### src/rtl/wb_write_queue_pkg.sv
// Shared types and helpers for the write-back queue.
// Entry layout matches the default RAM geometry (2048 x 32).
package vp_wb_pkg;

  localparam int unsigned VP_DEF_INDEX_WIDTH = 11;
  localparam int unsigned VP_DEF_MEM_WIDTH   = 32;

  typedef struct packed {
    logic [VP_DEF_INDEX_WIDTH-1:0] addr;
    logic [VP_DEF_MEM_WIDTH-1:0]   data;
  } wb_entry_t;

  // Round-robin successor of a granted source index.
  function automatic int unsigned rr_next(input int unsigned idx, input int unsigned num_src);
    return (idx + 1 >= num_src) ? 0 : idx + 1;
  endfunction

endpackage

### src/rtl/wb_write_queue_rr_grant2.sv
// Round-robin arbiter granting up to two requesters per cycle, limited by free slots.
// grant_a_o marks the first (older) grant, grant_b_o the second.
module wb_rr_grant2
  import vp_wb_pkg::*;
#(
  parameter  int unsigned P_NUM_SRC    = 4,
  parameter  int unsigned P_FREE_WIDTH = 4,
  localparam int unsigned LP_RR_WIDTH  = $clog2(P_NUM_SRC)
) (
  input  logic [P_NUM_SRC-1:0]    src_valid_i,
  input  logic [LP_RR_WIDTH-1:0]  rr_i,
  input  logic [P_FREE_WIDTH-1:0] free_i,
  output logic [P_NUM_SRC-1:0]    grant_a_o,
  output logic [P_NUM_SRC-1:0]    grant_b_o,
  output logic [1:0]              grant_cnt_o,
  output logic [LP_RR_WIDTH-1:0]  rr_next_o
);

  logic [1:0]             max_grants;
  logic [LP_RR_WIDTH:0]   scan;
  logic [LP_RR_WIDTH-1:0] idx;

  always_comb begin
    if (free_i >= P_FREE_WIDTH'(2)) max_grants = 2'd2;
    else                             max_grants = free_i[1:0];
  end

  always_comb begin
    grant_a_o   = '0;
    grant_b_o   = '0;
    grant_cnt_o = '0;
    rr_next_o   = rr_i;
    scan        = '0;
    idx         = '0;
    for (int k = 0; k < P_NUM_SRC; k++) begin
      scan = {1'b0, rr_i} + (LP_RR_WIDTH+1)'(k);
      if (scan >= (LP_RR_WIDTH+1)'(P_NUM_SRC)) scan = scan - (LP_RR_WIDTH+1)'(P_NUM_SRC);
      idx = scan[LP_RR_WIDTH-1:0];
      if (src_valid_i[idx] && (grant_cnt_o < max_grants)) begin
        if (grant_cnt_o == 2'd0) grant_a_o[idx] = 1'b1;
        else                     grant_b_o[idx] = 1'b1;
        grant_cnt_o = grant_cnt_o + 2'd1;
        rr_next_o   = LP_RR_WIDTH'(rr_next(32'(idx), P_NUM_SRC));
      end
    end
  end

endmodule

### src/rtl/wb_write_queue.sv
// In-order write collector feeding both RAM write ports, up to two writes per cycle.
// Same-address head pairs are split across cycles so port A/B never collide.
module wb_write_queue
  import vp_wb_pkg::*;
#(
  parameter  int unsigned P_MEM_DEPTH    = 2048,
  parameter  int unsigned P_MEM_WIDTH    = 32,
  parameter  int unsigned P_NUM_SRC      = 4,
  parameter  int unsigned P_FIFO_DEPTH   = 8,
  localparam int unsigned LP_INDEX_WIDTH = $clog2(P_MEM_DEPTH),
  localparam int unsigned LP_PTR_WIDTH   = $clog2(P_FIFO_DEPTH),
  localparam int unsigned LP_CNT_WIDTH   = LP_PTR_WIDTH + 1,
  localparam int unsigned LP_RR_WIDTH    = $clog2(P_NUM_SRC)
) (
  input  logic                                clk_i,
  input  logic                                rst_i,
  input  logic [P_NUM_SRC-1:0]                src_valid_i,
  input  logic [P_NUM_SRC*LP_INDEX_WIDTH-1:0] src_addr_i,
  input  logic [P_NUM_SRC*P_MEM_WIDTH-1:0]    src_data_i,
  output logic [P_NUM_SRC-1:0]                src_ready_o,
  output logic [LP_INDEX_WIDTH-1:0]           wra_addr_o,
  output logic [P_MEM_WIDTH-1:0]              wra_data_o,
  output logic                                wra_valid_o,
  output logic [LP_INDEX_WIDTH-1:0]           wrb_addr_o,
  output logic [P_MEM_WIDTH-1:0]              wrb_data_o,
  output logic                                wrb_valid_o,
  input  logic [LP_INDEX_WIDTH-1:0]           lookup_addr_i,
  output logic                                lookup_hit_o,
  output logic                                busy_o
);

  typedef struct packed {
    logic [LP_INDEX_WIDTH-1:0] addr;
    logic [P_MEM_WIDTH-1:0]    data;
  } entry_t;

  entry_t                    mem_q [P_FIFO_DEPTH];
  entry_t                    mem_d [P_FIFO_DEPTH];
  logic [LP_PTR_WIDTH-1:0]   head_q, head_d, tail_q, tail_d;
  logic [LP_CNT_WIDTH-1:0]   count_q, count_d, free;
  logic [LP_RR_WIDTH-1:0]    rr_q, rr_d, rr_nxt;
  logic [P_NUM_SRC-1:0]      grant_a, grant_b;
  logic [1:0]                grant_cnt, pop_cnt;
  entry_t                    push_a, push_b, head_e, next_e;
  logic [LP_INDEX_WIDTH-1:0] wra_addr_q, wra_addr_d, wrb_addr_q, wrb_addr_d;
  logic [P_MEM_WIDTH-1:0]    wra_data_q, wra_data_d, wrb_data_q, wrb_data_d;
  logic                      wra_valid_q, wra_valid_d, wrb_valid_q, wrb_valid_d;
  logic [LP_PTR_WIDTH-1:0]   offset;
  logic                      lookup_hit;

  // Free space is taken from the registered count; slots popped this cycle are not reused.
  assign free = LP_CNT_WIDTH'(P_FIFO_DEPTH) - count_q;

  wb_rr_grant2 #(
    .P_NUM_SRC    (P_NUM_SRC),
    .P_FREE_WIDTH (LP_CNT_WIDTH)
  ) u_grant (
    .src_valid_i (src_valid_i),
    .rr_i        (rr_q),
    .free_i      (free),
    .grant_a_o   (grant_a),
    .grant_b_o   (grant_b),
    .grant_cnt_o (grant_cnt),
    .rr_next_o   (rr_nxt)
  );

  always_comb begin
    push_a = '0;
    push_b = '0;
    for (int i = 0; i < P_NUM_SRC; i++) begin
      if (grant_a[i]) begin
        push_a.addr = src_addr_i[i*LP_INDEX_WIDTH +: LP_INDEX_WIDTH];
        push_a.data = src_data_i[i*P_MEM_WIDTH +: P_MEM_WIDTH];
      end
      if (grant_b[i]) begin
        push_b.addr = src_addr_i[i*LP_INDEX_WIDTH +: LP_INDEX_WIDTH];
        push_b.data = src_data_i[i*P_MEM_WIDTH +: P_MEM_WIDTH];
      end
    end
  end

  always_comb begin
    head_e      = mem_q[head_q];
    next_e      = mem_q[head_q + LP_PTR_WIDTH'(1)];
    pop_cnt     = 2'd0;
    wra_valid_d = 1'b0;
    wrb_valid_d = 1'b0;
    wra_addr_d  = wra_addr_q;
    wra_data_d  = wra_data_q;
    wrb_addr_d  = wrb_addr_q;
    wrb_data_d  = wrb_data_q;
    if (count_q >= LP_CNT_WIDTH'(1)) begin
      wra_valid_d = 1'b1;
      wra_addr_d  = head_e.addr;
      wra_data_d  = head_e.data;
      pop_cnt     = 2'd1;
      // Equal-address second entry waits a cycle so it lands on port A after the first.
      if ((count_q >= LP_CNT_WIDTH'(2)) && (next_e.addr != head_e.addr)) begin
        wrb_valid_d = 1'b1;
        wrb_addr_d  = next_e.addr;
        wrb_data_d  = next_e.data;
        pop_cnt     = 2'd2;
      end
    end

    mem_d = mem_q;
    if (grant_cnt >= 2'd1) mem_d[tail_q] = push_a;
    if (grant_cnt == 2'd2) mem_d[tail_q + LP_PTR_WIDTH'(1)] = push_b;

    head_d  = head_q + LP_PTR_WIDTH'(pop_cnt);
    tail_d  = tail_q + LP_PTR_WIDTH'(grant_cnt);
    count_d = count_q + LP_CNT_WIDTH'(grant_cnt) - LP_CNT_WIDTH'(pop_cnt);
    rr_d    = rr_nxt;
  end

  always_comb begin
    offset     = '0;
    lookup_hit = (wra_valid_q && (wra_addr_q == lookup_addr_i)) ||
                 (wrb_valid_q && (wrb_addr_q == lookup_addr_i));
    for (int i = 0; i < P_FIFO_DEPTH; i++) begin
      offset = LP_PTR_WIDTH'(i) - head_q;
      if (({1'b0, offset} < count_q) && (mem_q[i].addr == lookup_addr_i)) lookup_hit = 1'b1;
    end
  end

  always_ff @(posedge clk_i or posedge rst_i) begin
    if (rst_i) begin
      for (int i = 0; i < P_FIFO_DEPTH; i++) mem_q[i] <= '0;
      head_q      <= '0;
      tail_q      <= '0;
      count_q     <= '0;
      rr_q        <= '0;
      wra_addr_q  <= '0;
      wra_data_q  <= '0;
      wra_valid_q <= 1'b0;
      wrb_addr_q  <= '0;
      wrb_data_q  <= '0;
      wrb_valid_q <= 1'b0;
    end else begin
      mem_q       <= mem_d;
      head_q      <= head_d;
      tail_q      <= tail_d;
      count_q     <= count_d;
      rr_q        <= rr_d;
      wra_addr_q  <= wra_addr_d;
      wra_data_q  <= wra_data_d;
      wra_valid_q <= wra_valid_d;
      wrb_addr_q  <= wrb_addr_d;
      wrb_data_q  <= wrb_data_d;
      wrb_valid_q <= wrb_valid_d;
    end
  end

  assign src_ready_o  = rst_i ? '0 : (grant_a | grant_b);
  assign wra_addr_o   = wra_addr_q;
  assign wra_data_o   = wra_data_q;
  assign wra_valid_o  = wra_valid_q;
  assign wrb_addr_o   = wrb_addr_q;
  assign wrb_data_o   = wrb_data_q;
  assign wrb_valid_o  = wrb_valid_q;
  assign lookup_hit_o = lookup_hit;
  assign busy_o       = (count_q != '0) || wra_valid_q || wrb_valid_q;

endmodule

### config.mk
export PLATFORM = sky130hd
export DESIGN_NAME = wb_write_queue
export DESIGN_NICKNAME = d
export VERILOG_FILES = /design/src/rtl/wb_write_queue_pkg.sv /design/src/rtl/wb_write_queue_rr_grant2.sv /design/src/rtl/wb_write_queue.sv
export SDC_FILE = /design/constraint.sdc
export NUM_CORES = 2
export LEC_CHECK = 0
export ABC_CLOCK_PERIOD_IN_PS = 21600
export CORE_MARGIN = 1.5
export CORE_UTILIZATION = 59
export DETAILED_ROUTE_END_ITERATION = 10
export GPL_TIMING_DRIVEN = 0
export HOLD_SLACK_MARGIN = 0.06
export PLACE_DENSITY = 0.85
export SYNTH_ARGS = -nofsm -noshare
export SYNTH_HDL_FRONTEND = slang
export SYNTH_SLANG_ARGS = --single-unit
export TNS_END_PERCENT = 50
### constraint.sdc
create_clock -name clk_i -period 21.6 [get_ports clk_i]
set_input_delay 4.32 -clock clk_i [delete_from_list [all_inputs] [get_ports clk_i]]
set_output_delay 4.32 -clock clk_i [all_outputs]
set_load 0.03 [all_outputs]
### After elaboration in Yosys (flattened, before gate mapping)

Index checks and enable logic that the tools add are counted.

* multiplexer cells: 82
* $lt $le $gt $ge: 38
* add/subtract/negate cells: 29
* reductions and logical operators: 30
* bitwise gates (word level): 10
* equality and inequality tests: 12

Operators by type and width (count)
* bitwise mux 344 bit: 2
* two-way mux 344 bit: 2
* two-way mux 43 bit: 14
* binary-select mux 43 bit (select 3 bit): 2
* demux 43 bit (select 3 bit): 2
* equality test 11 bit: 10
* two-way mux 4 bit: 14
* two-way mux 2 bit: 18
* less-than comparator 3 x 4 -> 1 bit: 8
* OR 4 bit: 6
* greater-or-equal comparator 3 bit, second input constant: 7
* logical AND 1 bit: 21
* two-way mux 1 bit: 20
* greater-or-equal comparator 4 bit, second input constant: 4
* inverter 3 -> 4 bit: 4
* adder 2 x 1 -> 3 bit, second input constant: 5
* less-than comparator 2 x 3 -> 1 bit, second input constant: 4
* subtractor 3 bit, first input constant: 4
* != test 11 bit: 1
* greater-or-equal comparator 2 x 1 -> 1 bit, second input constant: 5
* binary-select mux 1 bit (select 2 bit): 4
* demux 1 bit (select 2 bit): 4
* greater-or-equal comparator 4 x 2 -> 1 bit, second input constant: 2
* less-than comparator 4 x 1 -> 1 bit, second input constant: 2
* 21 further kinds: 36

* bits in registers: 444
* output and inout bits: 94
* input bits: 189

### Depth between registers and ports, before layout

* word-level depth: 24
* mapped depth: 25

### Modules after synthesis

Synthesis repeated with hierarchy kept, for this count alone.

* cell total of the unflattened synthesis: 3187
* area, all modules: 29493.3 um2

By module, submodules not included
* wb_write_queue: area each 28715.0 um2, instances 1, sequential area each 11110.7 um2, cells an instance 3076
* wb_rr_grant2: area each 778.2 um2, instances 1, sequential area each 0.0 um2, cells an instance 111

### Worst setup path after synthesis

OpenSTA, ideal clock, no wires.

* kind: input port to output port
* start point: in src_valid_i[3]
* end point: out src_ready_o[1]
* stages: 16
* required time: 17280 ps
* slack: 9320 ps
* arrival time: 7960 ps
* cells stage by stage: mux4_2 nor2_1 o31ai_2 inv_1 ha_1 nor2b_1 a22oi_1 mux2_2 o2111ai_1 buf_2 o2111a_1 or2_1 buf_2 buf_2 inv_1 a21oi_1

* longest elaborated chain between the ends: 15
* elaborated cells on any way between the ends: 43
* classes of those cells: add/sub: 2; order compare: 3; mux: 25; bitwise: 6; reduce/logical: 7

Ends and longest elaborated chain
* start, declared: RTL line wb_write_queue.sv:17 `input logic [P_NUM_SRC-1:0] src_valid_i,`
* binary-select mux 1 bit (select 2 bit): RTL line wb_write_queue_rr_grant2.sv:39 `if (src_valid_i[idx] && (grant_cnt_o < max_grants)) begin`
* two-way mux 1 bit (implied by the code): RTL line wb_write_queue_rr_grant2.sv:39
* logical AND 1 bit: RTL line wb_write_queue_rr_grant2.sv:39
* two-way mux 1 bit or two-way mux 4 bit (tied branches): RTL line wb_write_queue_rr_grant2.sv:39
* less-than comparator 1 x 2 -> 1 bit (tied with other cells): RTL line wb_write_queue_rr_grant2.sv:39
* logical AND 1 bit or two-way mux 4 bit (tied branches): RTL line wb_write_queue_rr_grant2.sv:39, wb_write_queue_rr_grant2.sv:40
* two-way mux 2 bit or two-way mux 4 bit (tied branches): RTL line wb_write_queue_rr_grant2.sv:39
* less-than comparator 2 bit (tied with other cells): RTL line wb_write_queue_rr_grant2.sv:39
* logical AND 1 bit or two-way mux 4 bit (tied branches): RTL line wb_write_queue_rr_grant2.sv:39, wb_write_queue_rr_grant2.sv:40
* two-way mux 2 bit or two-way mux 4 bit (tied branches): RTL line wb_write_queue_rr_grant2.sv:39
* less-than comparator 2 bit (tied with other cells): RTL line wb_write_queue_rr_grant2.sv:39
* logical AND 1 bit or two-way mux 4 bit (tied branches): RTL line wb_write_queue_rr_grant2.sv:39, wb_write_queue_rr_grant2.sv:40
* two-way mux 4 bit: RTL line wb_write_queue_rr_grant2.sv:39
* OR 4 bit (*): RTL line wb_write_queue.sv:154 `assign src_ready_o = rst_i ? '0 : (grant_a | grant_b);`
* two-way mux 4 bit (*): RTL line wb_write_queue.sv:154
* end, declared: RTL line wb_write_queue.sv:20 `output logic [P_NUM_SRC-1:0] src_ready_o,`

Every way passes the cells marked *; elsewhere a longest branch is shown, timed or not. The select of a mux whose other input is x is not followed.

### Final worst setup path

* start point: in src_valid_i[0]
* end point: out src_ready_o[3]

Same word-level chain as after synthesis.

==> summary.md <==
Walking the worst path, the cells encountered are clkdlybuf4s50_1, mux4_2, nor2_1, o31ai_2, inv_1, ha_1, clkbuf_1, nand2b_1, a21oi_1, nor3_2, nor4_1, a222oi_1, clkbuf_1, buf_2, buf_2, a31oi_1, clkdlybuf4s50_1. The checks that failed: max-capacitance violations, max-slew violations. Global routing used 54.5% of the available tracks across all layers. The logs give 51 for the number of CTS-inserted buffers and 3046 for the synthesized instance count. Across the run, the number of max-cap violations was 2. Counting the fill cells in the layout gives 3927.

The die area is 54700 um^2, and the time the worst path needs with I/O delays and setup is 14.56 ns. On the final layout, the worst clock skew is 0.0418 ns. The number of nets in the synthesized netlist is 3274.

The run gives 0.0687 GHz as the peak clock frequency supported by timing. Headroom to the max-slew limit came out at -9.72%. The beginning of the worst register-to-register path is head_q[1]. The worst hold path terminates at wrb_data_o[21]. The critical path's largest stage delay is 0.76 ns, and the detailed placement HPWL is 106000 um. Data on the critical path arrives at its endpoint at 10.24 ns.

After the last flow step, the layout net total stands at 3603. The wire length per cell after detailed routing works out to 36.7 um. The die boundary height is 234 um, and the placement-stage worst setup slack is 7.26 ns. STA classifies the critical path endpoint as an output pin. The number of antenna violations at the first check in global routing came out at 6. At the end of the flow the core is filled with cells to 70.0%.

The clock net in this run drives a total of 444 sinks. Counting along the longest clock path gives a buffer depth of 3. Setup repair after global routing left no endpoint under its margin. The flow ran to the end, but the final reports show violations.

The portion of the clock cycle consumed by the worst path in the final layout works out to 67.4%. Across all setup checks in the final design, the least slack found is 7.04 ns. The count of cells along the worst hold path is 2. The chip width works out to 234 um.

The placeable core region was 52700 um^2; the wire length of the first global-routing pass was 215000 um. After synthesis, the mean cell area works out to 10.3 um^2. At the end of routability-driven placement, the weighted congestion stood at 1.06. The post-detailed-route via-to-cell ratio is 8.12.

The main flop type after synthesis is dfrtp_1. Setup violations remaining at the end of the flow were counted as 0. During synthesis, Yosys emitted a total of 0 warnings. The endpoint identified for the worst register-to-register timing path is count_q[3]. The synthesized cell area came out at 31400 um^2. Relative to the synthesized area, the layout overhead comes to 17.2%.

The count of final hold-check violations was 0. Critical path launch point type: an input pin. The path class of the lowest-slack min-delay path was reg2reg. After synthesis, the share of flip-flops with an asynchronous set or reset is 100%. After detailed routing, the total wire length is 151000 um. The CTS H-tree depth was 2; the residual overflow from global routing was 0. For the pin with the worst max-slew slack, the measured transition is 1.63 ns.

The run gives 0 as the number of cells upsized or downsized after cts. Once detail routing completed, the nets flagged for antenna violations numbered 0. TritonCTS built the clock tree.

Hold is met by 0.474 ns. Entering global routing, the biggest net connects 125 pins. Once the clock tree was built, the setup fixing pass inserted 0 buffers. After detailed routing, the number of remaining DRC violations is 0. Row generation in the floorplan step produced 84 rows. The number of cells on the worst reg-to-reg path is 22. The worst-case register-to-register setup slack was 11.87 ns.

The count of cell types in the netlist is 81, and the detailed-routing iteration count for the pre-antenna-repair pass is 9. In this run, the number of DRC markers left after iteration 0 of detailed routing was 6410. Yosys mapped a number of flops with a built-in enable equal to 0. In this run the worst path has a maximum fanout of 10. For this run, the register share of the synthesized area comes to 35.3%. For this configuration, the core starts out at a cell density of 59.7%. Cells with a size suffix above 1 make up 16.8% of the layout. The later pin in the worst-skew pair is clocked with a latency of 0.69 ns.

The routed layout has 33.4k vias. The number of storage elements in the synthesis netlist is 444. 283 I/O pins were placed. The setup path with the least slack is of type in2out.

The logs give 17 for the count of final max-slew check failures and 0 ns for the final-layout setup total negative slack. Data on the critical path is required at its endpoint by 17.28 ns. The tools report the cell at the root of the clock tree as clkbuf_16. The cell with the largest stage delay on the worst path was clkbuf_1.

The run gives 32.4k as the number of global-route vias before repair. The count of port buffers added during placement is 271. After clock tree synthesis, the clock-pin slew on the worst setup and hold paths is 0.05 ns.

The startpoint identified for the worst hold timing path is wrb_data_o[21]. The run gives 0 as the post-cts hold buffer count.
Yosys cell counts (5+ instances only):
cell,instances,area [um^2]
a221o_2,41,462
a22oi_4,13,277
buf_2,89,445
o2111ai_1,8,70.1
nand3_1,181,906
a311oi_1,129,1130
nor4_1,18,113
o21ai_0,81,405
mux4_2,177,3990
ha_1,35,438
o311ai_0,43,377
buf_1,20,75.1
nor3_1,54,270
buf_6,9,101
nand4_1,14,87.6
nor2_1,30,113
a221oi_2,41,616
buf_4,14,105
a21o_1,5,37.5
dfrtp_1,444,11100
a31oi_1,19,119
and3_1,6,37.5
mux2i_1,87,871
o221ai_2,10,150
xor2_1,81,709
a21oi_1,416,2080
a22oi_2,30,375
xnor2_1,52,455
o221ai_1,33,289
nor2b_1,133,832
a22oi_1,174,1310
clkbuf_1,194,728
o21a_1,43,323
a31oi_2,30,375
inv_1,79,297
nand2_1,132,495
metrics by stage:
stage | instances | area [um^2]
global placement | 4005 | 35000
finish | 4106 | 36800
detailed placement | 4008 | 35100
CTS | 4095 | 36800
floorplan | 3046 | 31400
global route | 4097 | 36800
metal layers:
metal | vias up | track usage [%] | wire (um) | part of all wire (%)
met5 | - | 2.41 | 279 | 0.19
met3 | 963 | 28.1 | 27600 | 18
met2 | 3699 | 75.0 | 60700 | 40
met1 | 16100 | 67.2 | 50600 | 34
met4 | 16 | 33.7 | 11600 | 7.7
li1 | 12600 | - | - | -
worst max-delay path: cells and delay by family:
| family | cells | cell delay (ns) |
|---|---|---|
| buf+inv | 7 | 3.34 |
| compound gates | 4 | 1.10 |
| simple gates | 4 | 0.84 |
| mux | 1 | 0.31 |
| fa+ha+maj | 1 | 0.31 |
cell families (layout without fill, tap and decap cells):
| group | after synthesis | after routing | synth area share [%] |
|---|---|---|---|
| buffers and inverters | 406 | 769 | 5.58 |
| flip-flops | 444 | 444 | 35.3 |
| AO/OA/AOI/OAI | 1156 | 1156 | 28.2 |
| AND/OR/NAND/NOR | 601 | 601 | 10.0 |
| other | 0 | 9 | 0 |
| XOR/XNOR | 133 | 133 | 3.71 |
| adder cells (fa/ha/maj) | 39 | 39 | 1.65 |
| multiplexers | 267 | 267 | 15.6 |
area by class of cell:
| type | count | area, um^2 | area share (%) |
|---|---|---|---|
| diodes | 9 | 22.5 | 0.0611 |
| plain buffers | 326 | 1460 | 3.96 |
| clock buffers | 74 | 1450 | 3.94 |
| clock inverters | 13 | 238 | 0.645 |
| inverters | 80 | 308 | 0.835 |
| multi-input cells | 2196 | 18600 | 50.4 |
| flip-flops and latches | 444 | 11100 | 30.2 |
| well taps | 688 | 861 | 2.34 |
| repair buffers | 276 | 2820 | 7.65 |
sequential cells by signal, summed over array words and instances, names as in the netlist:
register / flops
count_q: 4
head_q: 3
mem_q: 344
rr_q: 2
tail_q: 3
wra_addr_o: 11
wra_data_o: 32
wra_valid_o: 1
wrb_addr_o: 11
wrb_data_o: 32
wrb_valid_o: 1
placed cells by master, fill, tap and decap left out, types with 78 or more instances in the layout:
cell / instances
dfrtp_1: 444
mux2i_1: 87
o21ai_0: 81
xor2_1: 81
a22oi_1: 174
nor2b_1: 133
nand2_1: 132
inv_1: 78
nand3_1: 181
a311oi_1: 129
clkbuf_1: 207
a21oi_1: 416
clkdlybuf4s50_1: 271
mux4_2: 177
buf_2: 89
worst max path at each step:
stage | slack, ns | cells after the start | endpoint | from
floorplan | 4.91 | 1 | count_q[0] | rst_i
global placement | -0.73 | 2 | wrb_data_o[18] | rst_i
detailed placement | 7.26 | 17 | src_ready_o[1] | src_valid_i[2]
global route | 6.88 | 17 | src_ready_o[3] | src_valid_i[2]
finish | 7.04 | 17 | src_ready_o[3] | src_valid_i[0]
CTS | 7.22 | 17 | src_ready_o[1] | src_valid_i[2]
Power is not shown: default switching activity piles up to over one toggle a cycle in this logic, so the estimate is an artifact.
